===== src/rtl/mult_pkg.sv =====
`default_nettype none
// ---------------------------------------------------------------------------
// mult_pkg : shared types and helpers for the Booth multiplier  | rev 1.0
// ---------------------------------------------------------------------------
package mult_pkg;

    typedef enum logic [1:0] {
        IDLE   = 2'd0,
        CALC   = 2'd1,
        FINISH = 2'd2
    } state_t;

    typedef enum logic [1:0] {
        BOOTH_NOP = 2'd0,
        BOOTH_ADD = 2'd1,
        BOOTH_SUB = 2'd2
    } booth_op_t;

    // Extension bit used to widen an operand by one bit for the signed datapath.
    function automatic logic ext_bit(input logic msb, input logic is_signed);
        return msb & is_signed;
    endfunction

    function automatic booth_op_t booth_decode(input logic [1:0] q_pair);
        case (q_pair)
            2'b01:   return BOOTH_ADD;
            2'b10:   return BOOTH_SUB;
            default: return BOOTH_NOP;
        endcase
    endfunction

endpackage
`default_nettype wire


===== src/rtl/booth_step.sv =====
`default_nettype none
// ---------------------------------------------------------------------------
// booth_step : one radix-2 Booth add/sub plus arithmetic shift  | rev 1.0
// ---------------------------------------------------------------------------
module booth_step
    import mult_pkg::*;
#(
    parameter int N = 33
) (
    input  logic [2*N:0] acc,
    input  logic [N-1:0] mcand,
    output logic [2*N:0] acc_next
);

    logic [N-1:0] a_part;
    logic [N-1:0] sum;
    booth_op_t    op;

    always_comb begin
        op     = booth_decode(acc[1:0]);
        a_part = acc[2*N:N+1];
        sum    = a_part;
        case (op)
            BOOTH_ADD: sum = a_part + mcand;
            BOOTH_SUB: sum = a_part - mcand;
            default:   sum = a_part;
        endcase
        // Shift {A,Q,Q-1} right by one; the old Q-1 falls off the bottom.
        acc_next = {sum[N-1], sum, acc[N:1]};
    end

endmodule
`default_nettype wire


===== src/rtl/mult_booth_param.sv =====
`default_nettype none
// ---------------------------------------------------------------------------
// mult_booth_param : sequential radix-2 Booth multiplier, signed/unsigned  | rev 1.0
// ---------------------------------------------------------------------------
module mult_booth_param
    import mult_pkg::*;
#(
    parameter int WIDTH = 32
) (
    input  logic             clk,
    input  logic             reset,
    input  logic             MultCtrl,
    input  logic             MultSigned,
    input  logic [WIDTH-1:0] RegAOut,
    input  logic [WIDTH-1:0] RegBOut,
    output logic             MultDone,
    output logic             MultBusy,
    output logic [WIDTH-1:0] HI,
    output logic [WIDTH-1:0] LO
);

    localparam int N     = WIDTH + 1;
    localparam int CNT_W = $clog2(WIDTH + 2);
    localparam int ACC_W = 2 * N + 1;
    localparam logic [CNT_W-1:0] LAST_STEP = CNT_W'(N - 1);

    state_t             state;
    state_t             state_next;
    logic [CNT_W-1:0]   counter;
    logic [ACC_W-1:0]   acc;
    logic [ACC_W-1:0]   acc_step;
    logic [N-1:0]       mcand;

    booth_step #(.N(N)) u_step (
        .acc      (acc),
        .mcand    (mcand),
        .acc_next (acc_step)
    );

    always_ff @(posedge clk) begin
        if (!reset) state <= IDLE;
        else        state <= state_next;
    end

    always_comb begin
        state_next = state;
        case (state)
            IDLE:    if (MultCtrl) state_next = CALC;
            CALC:    if (counter == LAST_STEP) state_next = FINISH;
            FINISH:  state_next = IDLE;
            default: state_next = IDLE;
        endcase
    end

    // The done pulse and HI/LO land on the edge that leaves FINISH, so the
    // following IDLE edge can already accept a new start (N+2 cycle cadence).
    always_ff @(posedge clk) begin
        if (!reset) begin
            counter  <= '0;
            acc      <= '0;
            mcand    <= '0;
            HI       <= '0;
            LO       <= '0;
            MultDone <= 1'b0;
            MultBusy <= 1'b0;
        end else begin
            case (state)
                IDLE: begin
                    MultDone <= 1'b0;
                    MultBusy <= MultCtrl;
                    if (MultCtrl) begin
                        mcand   <= {ext_bit(RegAOut[WIDTH-1], MultSigned), RegAOut};
                        acc     <= {{N{1'b0}}, ext_bit(RegBOut[WIDTH-1], MultSigned),
                                    RegBOut, 1'b0};
                        counter <= '0;
                    end
                end
                CALC: begin
                    acc     <= acc_step;
                    counter <= counter + 1'b1;
                end
                FINISH: begin
                    HI       <= acc[2*WIDTH:WIDTH+1];
                    LO       <= acc[WIDTH:1];
                    MultDone <= 1'b1;
                    MultBusy <= 1'b1;
                end
                default: ;
            endcase
        end
    end

endmodule
`default_nettype wire


===== config.mk =====
export PLATFORM = sky130hd
export DESIGN_NAME = mult_booth_param
export DESIGN_NICKNAME = d
export VERILOG_FILES = /design/src/rtl/mult_pkg.sv /design/src/rtl/booth_step.sv /design/src/rtl/mult_booth_param.sv
export SDC_FILE = /design/constraint.sdc
export NUM_CORES = 1
export LEC_CHECK = 0
export ABC_CLOCK_PERIOD_IN_PS = 5500
export CAP_MARGIN = 20
export CORE_UTILIZATION = 45
export CTS_BUF_LIST = sky130_fd_sc_hd__clkbuf_16
export CTS_CLUSTER_SIZE = 16
export DETAILED_ROUTE_END_ITERATION = 7
export GPL_TIMING_DRIVEN = 0
export HOLD_SLACK_MARGIN = 0.08
export PLACE_DENSITY_LB_ADDON = 0.05
export SYNTH_ARGS = -nofsm -noshare
export SYNTH_HDL_FRONTEND = slang
export SYNTH_SLANG_ARGS = --single-unit

===== constraint.sdc =====
create_clock -name clk -period 5.5 [get_ports clk]
set_clock_uncertainty 0.1 [all_clocks]
set_input_delay 1.375 -clock clk [delete_from_list [all_inputs] [get_ports clk]]
set_output_delay 1.375 -clock clk [all_outputs]
set_load 0.05 [all_outputs]

# == Word level (Yosys, flattened, before mapping) ==
# Cells that the tools add are included.
# totals
reg_bits,174
# classes
reduce_logical,6
add_sub_neg,3
eq_ne,9
mux,11
bitwise,2
# ops
op,n
$pmux W67 S2,1
$mux W67,1
$pmux W33 S2,1
$add A33 B33 Y33,1
$sub A33 B33 Y33,1
$pmux W6 S2,1
$pmux W2 S2,2
$add A6 B1 Y6 const B,1
$eq A2 B1 Y1 const B,3
$eq A2 B2 Y1 const B,3
$eq A6 B6 Y1 const B,1
$mux W6,1
$reduce_and A2 Y1,3
$mux W2,2
$ne A2 B2 Y1 const B,2
$pmux W1 S2,2
$reduce_bool A2 Y1,2
$and A1 B1 Y1,2
$logic_not A2 Y1,1

# == Logic depth before layout (Yosys ltp) ==
# depth
depth_word,5
depth_mapped,17
mapped_depth_nobuf,16

# == By module ==
# Synthesis repeated with hierarchy kept, for this count alone.
# unflattened
cells_unflattened,1213
area_unflattened_um2,9589.2
# modules_own_cells
module,seq_area_each_um2,cells_each,area_per_inst_um2,n_inst
mult_booth_param,3483.3,737,6485.0,1
booth_step,0.0,476,3104.2,1

# == Worst setup path after synthesis ==
# No wires, ideal clock.
# synth_timing
path_type,register to register
startpoint,reg mcand[2]
endpoint,reg acc[59]
n_path_buf,0
arrival_ns,3.844
path_stages_with_launch,17
setup_slack_ns,1.439
t_required_ns,5.283
cell_sequence,dfxtp_1 > or4_4 > nor3_4 > nand2_2 > nor4_1 > and2b_1 > and2_1 > nor2_1 > xnor2_1 > ha_1 > and3_1 > and3_1 > a22oi_1 > a31oi_1 > o31a_1 > or3_1 > a32o_1
# synth_between
elab_chain_len,3
word_cells_on_any_way,4
cone_classes,2 x add/sub; 2 x mux
# synth_lines
item,line,source
start: declaration,mult_booth_param.sv:32,logic [N-1:0] mcand;
start signal: assignment,mult_booth_param.sv:72,"mcand <= {ext_bit(RegAOut[WIDTH-1], MultSigned), RegAOut};"
$sub A33 B33 Y33 / $add A33 B33 Y33 (equally long branches),"booth_step.sv:25, booth_step.sv:24",
$pmux W33 S2 (*),booth_step.sv:23,case (op)
$pmux W67 S2 (*),mult_booth_param.sv:67,case (state)
end signal: assignment,mult_booth_param.sv:73,"acc <= {{N{1'b0}}, ext_bit(RegBOut[WIDTH-1], MultSigned),"
end signal: assignment,mult_booth_param.sv:79,acc <= acc_step;
end: declaration,mult_booth_param.sv:30,logic [ACC_W-1:0] acc;
# Mark *: on every way between the ends. The rest lies on a longest branch, timed or not.
# A chain may end at the register's enable or synchronous reset.

# == Worst setup path in the final report ==
# Ends and elaborated chain as after synthesis.

==> reports/qor.csv <==
metric,value,unit
# fillers,1890,
H-tree depth,4,
critical path required time,5720,ps
grt ovf,0,
final net count,1371,
synth top area cells,"dfxtp_1 38%, nand2_1 9.8%, a21boi_0 8.7%",
Clk network pwr share,37.0,%
Max IR drop VDD,228,uV
Flop pwr share,41.9,%
Yosys warnings,0,
Worst setup SP type,flop,
met1 wire length,12.5,mm
Post-Route Setup TNS,0,ps
post-synth cell types,63,
# DRC,0,
static leakage,4.16,nW
fraction of registers with async set/reset,0,%
vias,8291,
Diodes inserted,0,
number of synthesized flops with an enable pin,0,
post-DR wirelength/cell,16.0,microns
Buffers on Ports,133,
power per cell area,288,mW/mm^2
Achievable Freq,0.213,GHz
kind of critical path,flop to flop,
crit-path leading delay family,simple AND/OR/NAND/NOR gates,
"area leader, netlist",dfxtp_1,
Cells after Synth,1114,
Detailed Route WL,24.7,mm
highest routed layer,met4,
register area share after synthesis,38.5,%
Worst-path clk slew,70,ps
Post-DP HPWL,18.3,mm
post_cts resized,0,
outcome,finished clean,
DRT antenna net count,0,
initial antenna violation count,0,
Inserted Clock Buffers,17,
largest net degree at the start of global routing,18,
first-pass GRT wire length,39.4,mm
Rows,51,
critical-path maximum fanout,7,
Multi-input gate area,0.00518,sq mm
"commonest non-fill, non-tap cell in the layout",nand2_1,
chip height,143,microns
"flops & latches, synth",173,
"Primary FF master, synth",dfxtp_1,
Most common cell on crit path,and3_1,
syn nets,1219,
layout cells sized above 1,3.44,%
final hold vios,0,
Starting DRT DRC Count,504,
Final Setup Violations,0,
Core Region,0.0195,sq mm
Final GP Congestion,0.960,
I/O pin count,134,
Max clock buf depth,2,
met2 wire length,10.4,mm
"leading cell types in the layout, fill and taps excluded","236 x nand2_1, 173 x dfxtp_1, 133 x clkdlybuf4s50_1",
area grow syn2layout,25.0,%
Slew headroom,43.3,%
root buffer cell,clkbuf_16,
NetSw,1.01,mW
setup bufs post-CTS,0,
internal power,2.23,mW
Initial Util,46.1,%
switching part of the total,31.2,%
fin crit share,85.5,%
average cell area after synthesis,8.08,sq um
Die Width,143,microns
final slew viol count,0,
vias per cell,5.37,
register area,0.00346,sq mm
CTS Sinks,173,
"Cell Chain, Critical Path","or4_4, nor3_4, nand2_2, nor4_1, and2b_1, and2_1, nor2_1, xnor2_1, ha_1, and3_1, and3_1, a22oi_1, a31oi_1, o31a_1, or3_1, a32o_1",
met3 wire len,1.26,mm
critical path's slowest cell,or4_4,
critical path endpoint category,flop,
shortest period the worst path allows,4700,ps
logic gate share of total power,21.1,%
Worst Path Arrival,4930,ps
Hold WS,362,ps
number of global-route vias before repair,7646,
hold buffers post-CTS,0,
CTS tree,yes,
RSZ-0062 raised after global routing,no,
top cell type's share of synthesized area,38.5,%
worst skew pair latency,430,ps
worst slew pin tran,850,ps
max-cap violations,0,
Mapped Area,0.00901,sq mm
total die area,0.0206,sq mm
worst hold path type,flop to flop,
critical path's largest stage delay,570,ps
WP buf/inv,0,
Pre-antenna DRT Iters,4,
Total GRT Usage,24.7,%
-- path summary, 6_finish.rpt --
check / start / end / slack [ps] / depth (start not counted)
worst max-delay path: mcand[2]$_SDFFE_PN0P_ / acc[59]$_SDFFE_PN0P_ / 800 / 16
worst min-delay path: HI[20]$_SDFFE_PN0P_ / HI[20]$_SDFFE_PN0P_ / 360 / 2
worst max register to register: mcand[2]$_SDFFE_PN0P_ / acc[59]$_SDFFE_PN0P_ / 800 / 16
worst min register to register: HI[20]$_SDFFE_PN0P_ / HI[20]$_SDFFE_PN0P_ / 360 / 2
-- Yosys cell counts, drive strengths merged (4+ instances only) --
master / instances
clkbuf: 73
o221ai: 31
a32o: 4
xor2: 10
nand2b: 7
a21o: 18
nor2: 98
nand2: 237
buf: 4
o21ai: 27
ha: 36
a31oi: 11
nor3: 15
a21boi: 104
and3: 7
o21a: 8
xnor2: 42
and2: 7
o211ai: 6
nand4: 7
nor4: 4
a22o: 22
o31ai: 4
nor2b: 18
a21oi: 49
dfxtp: 173
or3: 7
inv: 19
nand3: 13
a222oi: 7
a22oi: 4
-- layer usage --
layer	vias up	GRT usage (%)
li1	4209	-
met1	3812	35.7
met2	240	37.4
met3	30	3.50
met4	0	8.68
met5	-	0
-- power by group through the flow --
stage          logic, mW  registers (mW)  clock network [mW]
2_1_floorplan      0.481            1.37                   0
3_3_place_gp       0.665            1.39                   0
3_5_place_dp       0.671            1.39                   0
4_1_cts            0.676            1.36                1.22
5_1_grt            0.755            1.37                1.27
6_report           0.683            1.36                1.20
-- final cells by class --
| class | count | area share, % |
|---|---|---|
| Buffer | 77 | 2.57 |
| Multi-Input combinational cell | 845 | 46.0 |
| Inverter | 19 | 0.634 |
| Timing Repair Buffer | 133 | 11.8 |
| Clock buffer | 17 | 3.78 |
| Tap cell | 265 | 2.95 |
| Clock inverter | 15 | 1.43 |
| Sequential cell | 173 | 30.8 |
-- registers in the layout, indices dropped and copies added (netlist names) --
register,count
counter,6
LO,32
MultDone,1
state,2
HI,32
MultBusy,1
acc,66
mcand,33
-- kinds of logic after synthesis --
| group | after synthesis | share of synthesized area (%) |
|---|---|---|
| compound gates | 318 | 25.7 |
| xor+xnor | 52 | 5.14 |
| fa+ha+maj | 37 | 5.22 |
| buf+inv | 96 | 4.00 |
| flops | 173 | 38.5 |
| mux | 2 | 0.222 |
| simple gates | 436 | 21.2 |
-- worst min-delay path: stages (launching register included) --
cell and delay, ps:
dfxtp_1 310, nand2_1 40, a21boi_0 60
-- per-stage QoR --
stage               instances  power (mW)  utilization (%)  worst slack (ps)  cell area, sq um
finish                   1544        3.24             57.6               797             11300
detailed placement       1512        2.06             54.6               905             10700
CTS                      1544        3.25             57.6               882             11300
global route             1544        3.39             57.6               549             11300
global placement         1512        2.05             54.6               880             10700
floorplan                1114        1.85                -              1440              9010
Note: power is estimated with default switching activity, not from simulation.
